**config.mk**
```make
export PLATFORM = sky130hd
export DESIGN_NAME = ec_point_serializer
export DESIGN_NICKNAME = d
export VERILOG_FILES = /design/src/rtl/ec_point_serializer.sv
export SDC_FILE = /design/constraint.sdc
export NUM_CORES = 1
export LEC_CHECK = 0
export CORE_ASPECT_RATIO = 0.6
export CORE_MARGIN = 2
export CORE_UTILIZATION = 50
export DETAILED_ROUTE_END_ITERATION = 6
export PLACE_DENSITY = 0.78
export SLEW_MARGIN = 20
export SYNTH_ARGS = -nofsm -noshare
export SYNTH_HDL_FRONTEND = slang
export SYNTH_SLANG_ARGS = --single-unit
```
**constraint.sdc**
```tcl
create_clock -name clk -period 3 [get_ports clk]
set_clock_uncertainty 0.1 [all_clocks]
set_input_delay 0.45 -clock clk [delete_from_list [all_inputs] [get_ports clk]]
set_output_delay 0.45 -clock clk [all_outputs]
set_load 0.01 [all_outputs]
```
**src/rtl/ec_point_serializer.sv**
```systemverilog
`default_nettype none
// ============================================================================
// Module      : ec_point_serializer
// Description : Emits an affine curve point (x,y) as a SEC1 byte stream,
//               uncompressed (04||X||Y) or compressed (02/03||X), over a
//               byte-serial valid/ready link. Optional macro
//               EC_SER_INFINITY_EN adds in_inf for the 1-byte 00 frame.
// Revision    : 1.0 - initial release
// ============================================================================
module ec_point_serializer #(
  parameter int COORD_W = 256
) (
  input  logic               clk,
  input  logic               reset,
  input  logic [COORD_W-1:0] x_in,
  input  logic [COORD_W-1:0] y_in,
  input  logic               compress,
`ifdef EC_SER_INFINITY_EN
  input  logic               in_inf,
`endif
  input  logic               in_valid,
  output logic               in_ready,
  output logic [7:0]         out_data,
  output logic               out_valid,
  input  logic               out_ready,
  output logic               out_last,
  output logic [15:0]        frames_sent
);

  localparam int NB = COORD_W / 8;
  localparam int IW = (NB > 1) ? $clog2(NB) : 1;
  localparam logic [IW-1:0] C_LAST_IDX = IW'(NB - 1);

  typedef enum logic [1:0] {
    S_IDLE   = 2'd0,
    S_PREFIX = 2'd1,
    S_XB     = 2'd2,
    S_YB     = 2'd3
  } state_t;

  state_t             state_q;
  logic [COORD_W-1:0] sh_q;
  logic [COORD_W-1:0] y_q;
  logic               comp_q;
  logic [IW-1:0]      idx_q;
  logic [7:0]         data_q;
  logic               valid_q;
  logic               last_q;
  logic [15:0]        frames_q;

  logic               w_hs;
  logic               w_inf;
  logic [IW-1:0]      w_idx_nxt;

  assign w_hs      = valid_q && out_ready;
  assign w_idx_nxt = idx_q + IW'(1);
`ifdef EC_SER_INFINITY_EN
  assign w_inf     = in_inf;
`else
  assign w_inf     = 1'b0;
`endif

  // The byte on out_data is always the head of sh_q's previous contents;
  // sh_q shifts left one byte per handshake so the MSB byte goes first.
  always_ff @(posedge clk) begin
    if (reset) begin
      state_q  <= S_IDLE;
      sh_q     <= '0;
      y_q      <= '0;
      comp_q   <= 1'b0;
      idx_q    <= '0;
      data_q   <= 8'h00;
      valid_q  <= 1'b0;
      last_q   <= 1'b0;
      frames_q <= 16'h0000;
    end else if (state_q == S_IDLE) begin
      if (in_valid) begin
        sh_q    <= x_in;
        y_q     <= y_in;
        comp_q  <= compress;
        idx_q   <= '0;
        valid_q <= 1'b1;
        state_q <= S_PREFIX;
        if (w_inf) begin
          data_q <= 8'h00;
          last_q <= 1'b1;
        end else begin
          data_q <= compress ? {6'b000000, 1'b1, y_in[0]} : 8'h04;
          last_q <= 1'b0;
        end
      end
    end else if (w_hs) begin
      if (last_q) begin
        valid_q  <= 1'b0;
        last_q   <= 1'b0;
        state_q  <= S_IDLE;
        frames_q <= frames_q + 16'h0001;
      end else begin
        case (state_q)
          S_PREFIX: begin
            data_q  <= sh_q[COORD_W-1 -: 8];
            sh_q    <= sh_q << 8;
            idx_q   <= '0;
            last_q  <= comp_q && (NB == 1);
            state_q <= S_XB;
          end
          S_XB: begin
            if (idx_q == C_LAST_IDX) begin
              data_q  <= y_q[COORD_W-1 -: 8];
              sh_q    <= y_q << 8;
              idx_q   <= '0;
              last_q  <= (NB == 1);
              state_q <= S_YB;
            end else begin
              data_q <= sh_q[COORD_W-1 -: 8];
              sh_q   <= sh_q << 8;
              idx_q  <= w_idx_nxt;
              last_q <= comp_q && (w_idx_nxt == C_LAST_IDX);
            end
          end
          S_YB: begin
            data_q <= sh_q[COORD_W-1 -: 8];
            sh_q   <= sh_q << 8;
            idx_q  <= w_idx_nxt;
            last_q <= (w_idx_nxt == C_LAST_IDX);
          end
          default: state_q <= S_IDLE;
        endcase
      end
    end
  end

  assign in_ready    = (state_q == S_IDLE);
  assign out_data    = data_q;
  assign out_valid   = valid_q;
  assign out_last    = last_q;
  assign frames_sent = frames_q;

endmodule
`default_nettype wire

```
**After elaboration in Yosys (flattened, before gate mapping)**

Index checks and enable logic that the tools add are counted.

- Bitwise operators: 1
- $add $sub $neg: 2
- Mux-type cells: 35
- Equal/unequal tests: 9
- Reduce and logical (&&, ||, !) cells: 15

Operators with widths:

| operator | count |
|---|---|
| $mux W256 | 5 |
| $pmux W256 S2 | 1 |
| $mux W8 | 5 |
| $mux W5 | 5 |
| $add A16 B1 Y16 const B | 1 |
| $pmux W8 S2 | 1 |
| $pmux W5 S3 | 1 |
| $reduce_and A4 Y1 | 3 |
| $eq A5 B5 Y1 const B | 2 |
| $mux W2 | 5 |
| $mux W1 | 9 |
| $pmux W2 S3 | 1 |
| $reduce_and A3 Y1 | 2 |
| $add A5 B1 Y5 const B | 1 |
| $eq A2 B2 Y1 const B | 2 |
| $ne A2 B2 Y1 const B | 2 |
| $ne A4 B4 Y1 const B | 1 |
| $reduce_and A2 Y1 | 2 |
| $reduce_bool A2 Y1 | 2 |
| $reduce_bool A4 Y1 | 1 |
| $mux W3 | 1 |
| $ne A3 B3 Y1 const B | 1 |
| $reduce_bool A3 Y1 | 1 |
| $eq A2 B1 Y1 const B | 1 |
| other kinds (5) | 6 |

- Logic and storage cells: 71
- Output and inout bits: 27
- Register bits after elaboration: 546
- Input port bits: 517

**Depth between registers and ports, before layout**

Gate-level depths: netlist (run 1).

- Depth in word-level cells: 8
- Depth in mapped cells: 10
- Depth with buffers taken out: 7

**Worst setup path after synthesis (run 1)**

OpenSTA, ideal clock, no wires.

- Path kind: register to register
- Start: reg idx_q[0]
- End: reg sh_q[139]
- Data required time: 2.783 ns
- Cell stages (with the launch flop): 11
- Clock period less this slack: 2.173 ns
- Setup slack: 0.827 ns
- Setup time: 0.117 ns
- Data arrival time: 1.957 ns
- Cells stage by stage: dfxtp_1 > ha_1 > and3_1 > ha_1 > nor3b_1 > buf_2 > buf_4 > buf_6 > mux2i_1 > o21ai_0 > a22o_1

- Longest elaborated chain between the ends: 6

RTL lines:

| what | RTL line | text |
|---|---|---|
| from (decl) | 45 | `logic [IW-1:0] idx_q;` |
| from (signal assigned) | 117 | `idx_q <= w_idx_nxt;` |
| from (signal assigned) | 124 | `idx_q <= w_idx_nxt;` |
| $eq A5 B5 Y1 | 108 | `if (idx_q == C_LAST_IDX) begin` |
| $mux W256 | 108 |  |
| $pmux W256 S2 | 99 | `case (state_q)` |
| $mux W256 | 93 | `if (last_q) begin` |
| $mux W256 | 92 | `end else if (w_hs) begin` |
| $mux W256 | 76 | `end else if (state_q == S_IDLE) begin` |
| to (signal assigned) | 78 | `sh_q <= x_in;` |
| to (signal assigned) | 102 | `sh_q <= sh_q << 8;` |
| to (signal assigned) | 110 | `sh_q <= y_q << 8;` |
| to (decl) | 42 | `logic [COORD_W-1:0] sh_q;` |

Every way passes these cells. The select of a mux whose other input is x is not followed.
A chain may end at the register's enable or synchronous reset.

**Worst setup path after layout (run 1)**

- Start: reg state_q[0]
- End: out in_ready

- Longest elaborated chain between the ends: 1

RTL lines:

| what | RTL line | text |
|---|---|---|
| from (decl) | 41 | `state_t state_q;` |
| from (signal assigned) | 67 | `state_q <= S_IDLE;` |
| from (signal assigned) | 83 | `state_q <= S_PREFIX;` |
| from (signal assigned) | 96 | `state_q <= S_IDLE;` |
| $logic_not A2 Y1 | 133 | `assign in_ready = (state_q == S_IDLE);` |
| to (decl) | 22 | `output logic in_ready,` |

Every way passes these cells.

==> results of run 1 <==
-- cells in the mapped netlist, drive strengths merged, types with 2 or more instances --
cell	count	area, um^2
a21oi	275	1380
a22o	248	2170
a22oi	8	60.1
a31o	5	43.8
buf	107	807
clkbuf	128	480
dfxtp	546	10900
ha	8	100
inv	7	26.3
mux2	6	67.6
mux2i	250	2500
nand2	779	2930
nand3	14	70.1
nand4	4	25.0
nand4b	2	23.8
nor2	27	141
nor2b	3	18.8
nor3	4	20.0
nor4	6	67.6
o211a	2	20.0
o211ai	3	22.5
o21ai	255	1290
o21bai	2	15.0
or3	5	31.3
or4	2	15.0
xnor2	7	61.3
xor2	4	35.0
-- registers in the layout, indices dropped and copies added (netlist names) --
signal / cells
sh_q: 256
y_q: 256
frames_sent: 16
out_data: 8
idx_q: 5
state_q: 2
comp_q: 1
out_last: 1
out_valid: 1
-- path summary, 6_finish.rpt --
check,end,depth (start not counted)
hold / removal,y_q[68],2
hold reg to reg,y_q[62],2
setup reg to reg,sh_q[68],9
setup / recovery,in_ready,4
-- area by class of cell --
| class | count | share of cell area, % |
|---|---|---|
| Antenna cell | 8 | 0.0652 |
| Sequential cell | 546 | 35.6 |
| Clock inverter | 13 | 0.485 |
| Inverter | 7 | 0.0855 |
| Timing Repair Buffer | 585 | 19.6 |
| Multi-Input combinational cell | 1933 | 36.7 |
| Clock buffer | 77 | 4.90 |
| Tap cell | 630 | 2.57 |
-- repair_timing --
action / CTS / global route
pin swaps: 0 / 1
gates resized for setup: 1 / 0
gates cloned: 1 / 1
endpoints found under the setup margin: 1 / 20
-- per-layer routing --
layer | global-route usage, % | vias up
met3 | 3.87 | 186
met1 | 40.1 | 10473
met5 | 0 | -
li1 | - | 10240
met4 | 13.8 | 0
met2 | 45.9 | 814
-- stage by stage --
step / setup slack [ns] / instances / power (mW) / utilization [%] / hold WS (ns)
5_1_grt: 0.0141 / 3796 / 18.5 / 66.3 / 0.177
6_report: 0.0957 / 3799 / 17.8 / 66.3 / 0.200
2_1_floorplan: 0.827 / 2720 / 10.0 / - / 0.333
3_5_place_dp: 0.172 / 3699 / 11.4 / 62.6 / 0.347
3_3_place_gp: 0.216 / 3699 / 11.3 / 62.6 / 0.341
4_1_cts: 0.0803 / 3790 / 17.8 / 66.3 / 0.157
-- power groups by stage --
stage	Sequential [mW]	Combinational [mW]	Clock, mW
floorplan	8.24	1.78	0
global placement	8.34	2.94	0
detailed placement	8.36	3.01	0
CTS	8.21	3.06	6.55
global route	8.27	3.36	6.87
finish	8.23	3.08	6.49
-- kinds of logic (layout without fill, tap and decap cells) --
kind of cell / Yosys count / count (layout) / share of synthesized area (%)
AND/OR/NAND/NOR: 855 / 856 / 14.7
AO/OA/AOI/OAI: 802 / 802 / 21.4
flip-flops: 546 / 546 / 46.5
multiplexers: 256 / 256 / 10.9
buffers and inverters: 242 / 682 / 5.59
XOR/XNOR: 11 / 11 / 0.410
adder cells (fa/ha/maj): 8 / 8 / 0.426
other: 0 / 8 / 0
==> summary.md, run 1 <==
| Metric | Value |
|---|---|
| Main synth FF type | dfxtp_1 |
| Layout cells sized above 1 | 4.62% |
| Die height | 172 um |
| Post-synth EDFFs | 0 |
| Layout area overhead | 30.8% |
| Avg WL per Cell | 20.0 um |
| Nature of the critical path startpoint | flop |
| VDD IR max | 0.407 mV |
| CTS tree | built |
| Combinational power share | 17.3% |
| Commonest non-fill, non-tap cell in the layout | nand2_1 |
| Status | finished clean |
| Hpwl dp | between 50 and 60 mm |
| Tmin final | 2.90 ns |
| Seq cells post-synth | 546 |
| Area of the multi-input gates | 11,300 um^2 |
| Vias per cell | 5.72 |
| Switching share of power | a little over a quarter |
| Clk sinks | 546 |
| Top sig layer | met4 |
| Start point of the critical path | state_q[0] |
| Drt drc | 0 |
| Clock network fraction of total power | around 37% |
| Seq pwr share | between 40% and 50% |
| Commonest cells after routing, fill and taps aside | nand2_1, dfxtp_1, clkdlybuf4s50_1, a21oi_1, o21ai_0 |
| Via Count | 21,713 |
| Max-Cap Viols | 0 |
| Yosys warnings | 0 |
| Relative slew slack | 24.6% |
| Final setup vio count | 0 |
| Setup TNS Final | 0 ns |
| Period utilisation layout | 96.8% |
| Clk_lat worst skew | 0.58 ns |
| CTS Hold Bufs | 0 |
| Hold Path Class | input port to flop |
| Sequential-to-total area share from yosys stat | roughly 47% |
| Area after DPL | between 20,000 and 30,000 um^2 |
| Core Area | 46,300 um^2 |
| Antenna violations before repair | 5 |
| Hold Crit Start | reset |
| Internal Dissipation | around 13 mW |
| Setup slack, reg-to-reg | 0.15 ns |
| Leakage power | 11.4 nW |
| TritonRoute pass-1 iters | 5 |
| Die W | 284 um |
| First-pass GRT wire length | ~110 mm |
| Synth Cell Area | 23,500 um^2 |
| Number of CTS-inserted buffers | 49 |
| Number of setup buffers added after CTS | 0 |
| CP max stage delay | 0.61 ns |
| GPL Wtd Cong | 0.894 |
| CP Data Arrival Time | 2.35 ns |
| Die area | 48,800 um^2 |
| Final nets | 3,647 |
| Worst reg2reg startpoint | idx_q[1] |
| Met3 routed wirelength | 4.45 mm |
| Detail Route Antenna Nets | 0 |
| WS Path Type | flop to output port |
| Required time of the critical path | about 2.5 ns |
| Max H-tree Level | 2 |
| # fillers | 3,776 |
| Clock transition at path regs | roughly 0.070 ns |
| Slew @ Worst Pin | ~1.1 ns |
| Final wirelength | around 76 mm |
| RSZ-0062 raised after global routing | false |
| Post-Synthesis Cells | 2,720 |
| Longest Clk Path Bufs | 3 |
| Initial DRC count | 1,938 |
| Largest delay share family, worst path | buffers and inverters |
| Design area | 30,700 um^2 |
| Crit-path max FO | 96 |
| Register area | between 10,000 and 15,000 um^2 |
| Setup crit end kind | output port |
| Vias in the first global route | about 21,000 |
| Pwr dens | 579 nW/um^2 |
| Slowest library cell on the worst path | clkdlybuf4s50_1 |
| Starting Density | a little over 50% |
| Fin. Hold Viols | 0 |
| Critical path buffers and inverters | 3 |
| Row cnt | between 60 and 70 |
| Switching Power | 4.82 mW |
| Pins over their slew limit | 0 |
| Met1 wire length | 33.7 mm |
| Mapped Nets | between 3,000 and 4,000 |
| Top Ports | 544 |
| Met2 Wirelength | 34.3 mm |
| Total GRT Usage | 29.2% |
| I/O Buffers | 543 |
| Mean area per synthesized cell | about 8.6 um^2 |
| Async SR Flop Fraction | 0% |
| Synth cell types | 50 |
| Global route total overflow | 0 |
| Root buffer cell | clkbuf_16 |
| Worst path cell trace | inv_1 > ha_4 > buf_16 > clkdlybuf4s50_1 |
| Largest net degree at the start of global routing | 206 |
| Fmax | approximately 340 MHz |
Note: power is estimated with default switching activity, not from simulation.
==> inputs of run 2 (changes only) <==
SETUP_SLACK_MARGIN = 0.4   (was not set)
==> run 2 against run 1 <==
  * Critical path depth increased by 6
  * Worst hold slack got worse by 0.0060 ns
  * Final cell count grew 0.63%
  * Combinational power increased by 2%
  * First-iteration DRC count up 9.7%
  * Count of clock-buffer cells in the layout is the same
  * Sequential cell count unchanged
  * Non-clock buffer count increased by 23
  * Power rose by 0.43%
  * Critical path type is now flop to flop
==> summary.md, run 2 (synthesized netlist as in run 1, its figures left out) <==
| Metric | Value |
|---|---|
| Max-Cap Viols | 0 (unchanged) |
| Status | finished clean |
| Root buffer cell | clkbuf_16 |
| Longest Clk Path Bufs | 3 (unchanged) |
| Slowest library cell on the worst path | dfxtp_2 |
| WS Path Type | flop to flop |
| Nature of the critical path startpoint | flop |
| CP max stage delay | 0.38 ns (-0.23 ns) |
| Clock network fraction of total power | 36.4% (about the same) |
| Switching share of power | 27.2% (+0.12 points) |
| Fin. Hold Viols | 0 (unchanged) |
| GPL Wtd Cong | 0.894 (unchanged) |
| RSZ-0062 raised after global routing | true |
| Slew @ Worst Pin | 1.04 ns (-0.0886 ns) |
| Pins over their slew limit | 0 (unchanged) |
| Die area | 48,800 um^2 (unchanged) |
| Leakage power | 11.6 nW (+2.0%) |
| Clk sinks | 546 (unchanged) |
| Largest net degree at the start of global routing | 206 (unchanged) |
| VDD IR max | 0.426 mV (+4.6%) |
| Final nets | 3,670 (+0.63%) |
| Critical path buffers and inverters | 3 (unchanged) |
| Critical Path End | sh_q[138] |
| Clock transition at path regs | 0.06 ns (about the same) |
| Layout area overhead | 33.0% |
| Row cnt | 61 (unchanged) |
| Max H-tree Level | 2 (unchanged) |
| Avg WL per Cell | 20.6 um (+2.8%) |
| Commonest cells after routing, fill and taps aside | nand2_1, dfxtp_1, clkdlybuf4s50_1, a21oi_1, o21ai_0 |
| I/O Buffers | 543 (unchanged) |
| Die height | 172 um (unchanged) |
| Total GRT Usage | 29.8% (+0.63 points) |
| Pre-CTS setup slack | 0.172 ns (unchanged) |
| Tmin final | 2.52 ns (-0.379 ns) |
| Top Ports | 544 (unchanged) |
| Die W | 284 um (unchanged) |
| Period utilisation layout | 84.2% (-13 points) |
| R2r endpoint | sh_q[138] |
| Vias in the first global route | 21,113 (+0.48%) |
| Cell count along the critical path | 10 (+6) |
| Start point of the critical path | idx_q[0] |
| Combinational power share | 17.6% (+0.3 points) |
| CP Data Arrival Time | 2.89 ns (+0.54 ns) |
| Hpwl dp | 51.2 mm (unchanged) |
| Seq pwr share | 46.1% (about the same) |
| Final wirelength | 78.6 mm (+3.5%) |
| Fmax | 396 MHz (+15%) |
| Setup slack, reg-to-reg | 0.48 ns (+0.33 ns) |
| Worst r2r path cells | 10 (+1) |
| CTS tree | built |
| Detail Route Antenna Nets | 0 (unchanged) |
| Worst path cell trace | ha_4 > and3_1 > ha_1 > nor3b_4 > buf_6 > buf_16 > buf_12 > mux2i_2 > o21ai_0 > a22o_1 |
| Via Count | 22,048 (+1.5%) |
| Largest delay share family, worst path | buffers and inverters |
| Final WS setup | 0.475 ns (+0.379 ns) |
| Initial DRC count | 2,126 (+9.7%) |
| Layout cells sized above 1 | 5.59% (+0.97 points) |
| Hold Path Class | input port to flop |
| Relative slew slack | 30.5% (+5.9 points) |
| Crit-path max FO | 20 (-79%) |
| Setup TNS Final | 0 ns (unchanged) |
| Switching Power | 4.86 mW (+0.88%) |
| Drt drc | 0 (unchanged) |
| First-pass GRT wire length | 116 mm (+1.7%) |
| Setup crit end kind | flop |
| Worst reg2reg startpoint | idx_q[0] |
| Internal Dissipation | 13.0 mW (+0.26%) |
| Global route total overflow | 0 (unchanged) |
| Pwr dens | 572 nW/um^2 (-1.2%) |
| Clk_lat worst skew | 0.58 ns (about the same) |
| Final setup vio count | 0 (unchanged) |
| Vias per cell | 5.77 (+0.91%) |
| Antenna violations before repair | 6 (+1) |
| Core Area | 46,300 um^2 (unchanged) |
| TritonRoute pass-1 iters | 7 (+2) |
| Required time of the critical path | 3.37 ns (+0.92 ns) |
| Starting Density | 50.7% (unchanged) |
| Commonest non-fill, non-tap cell in the layout | nand2_1 |
| Number of CTS-inserted buffers | 49 (unchanged) |
run 2: changes by cell type in the layout (fill, tap and decap cells not counted), sizes merged:
cell / delta
buf: +16
clkbuf: +5
bufbuf: +2
clkdlybuf4s50: -1
diode: +1
dlymetal6s2s: +1
run 2: stage by stage:
stage	cell area (um^2)	utilization (%)	std cells	hold slack, ns	power [mW]
2_1_floorplan	23500	-	2720	0.333	10.0
3_3_place_gp	29000	62.6	3699	0.341	11.3
3_5_place_dp	29000	62.6	3699	0.347	11.4
4_1_cts	30900	66.7	3800	0.175	17.9
5_1_grt	31200	67.4	3820	0.178	18.6
6_report	31200	67.4	3823	0.194	17.9
run 2: worst min-delay path by stage:
stage / slack (ns) / end / cells after the start / start
final: 0.19 / y_q[68] / 2 / reset
after global routing: 0.18 / y_q[67] / 2 / reset
after CTS: 0.17 / y_q[55] / 2 / reset
after detailed placement: 0.35 / y_q[250] / 2 / y_q[250]
after global placement: 0.34 / y_q[113] / 2 / y_q[113]
after floorplan: 0.33 / y_q[251] / 2 / y_q[251]
run 2: cell type report:
type                    count  area (um^2)
clock inverters            13          149
well taps                 630          788
multi-input cells        1933        11300
diodes                      9         22.5
flip-flops and latches    546        10900
inverters                   7         26.3
clock buffers              77         1500
repair buffers            608         6490
fillers                  3724        15100
run 2: power by group through the flow:
stage | clock network [mW] | logic [mW] | registers [mW]
6_report | 6.50 | 3.14 | 8.23
5_1_grt | 6.88 | 3.41 | 8.28
3_5_place_dp | 0 | 3.01 | 8.36
3_3_place_gp | 0 | 2.94 | 8.34
2_1_floorplan | 0 | 1.78 | 8.24
4_1_cts | 6.55 | 3.10 | 8.21
run 2: metal layers:
metal / up-vias / track usage (%) / wire length, um
li1: 10292 / - / -
met5: - / 0 / 0
met4: 0 / 14.0 / 3460
met2: 958 / 46.7 / 35600
met1: 10597 / 41.0 / 34400
met3: 201 / 4.13 / 5240
run 2: repair_timing:
| item | CTS | global route |
|---|---|---|
| endpoints found under the setup margin | 232 | 306 |
| cloned | 6 | 5 |
| pin swaps | 2 | 1 |
| hold buffers | 0 | 0 |
| buffers inserted | 5 | 9 |
| resized for setup | 8 | 25 |
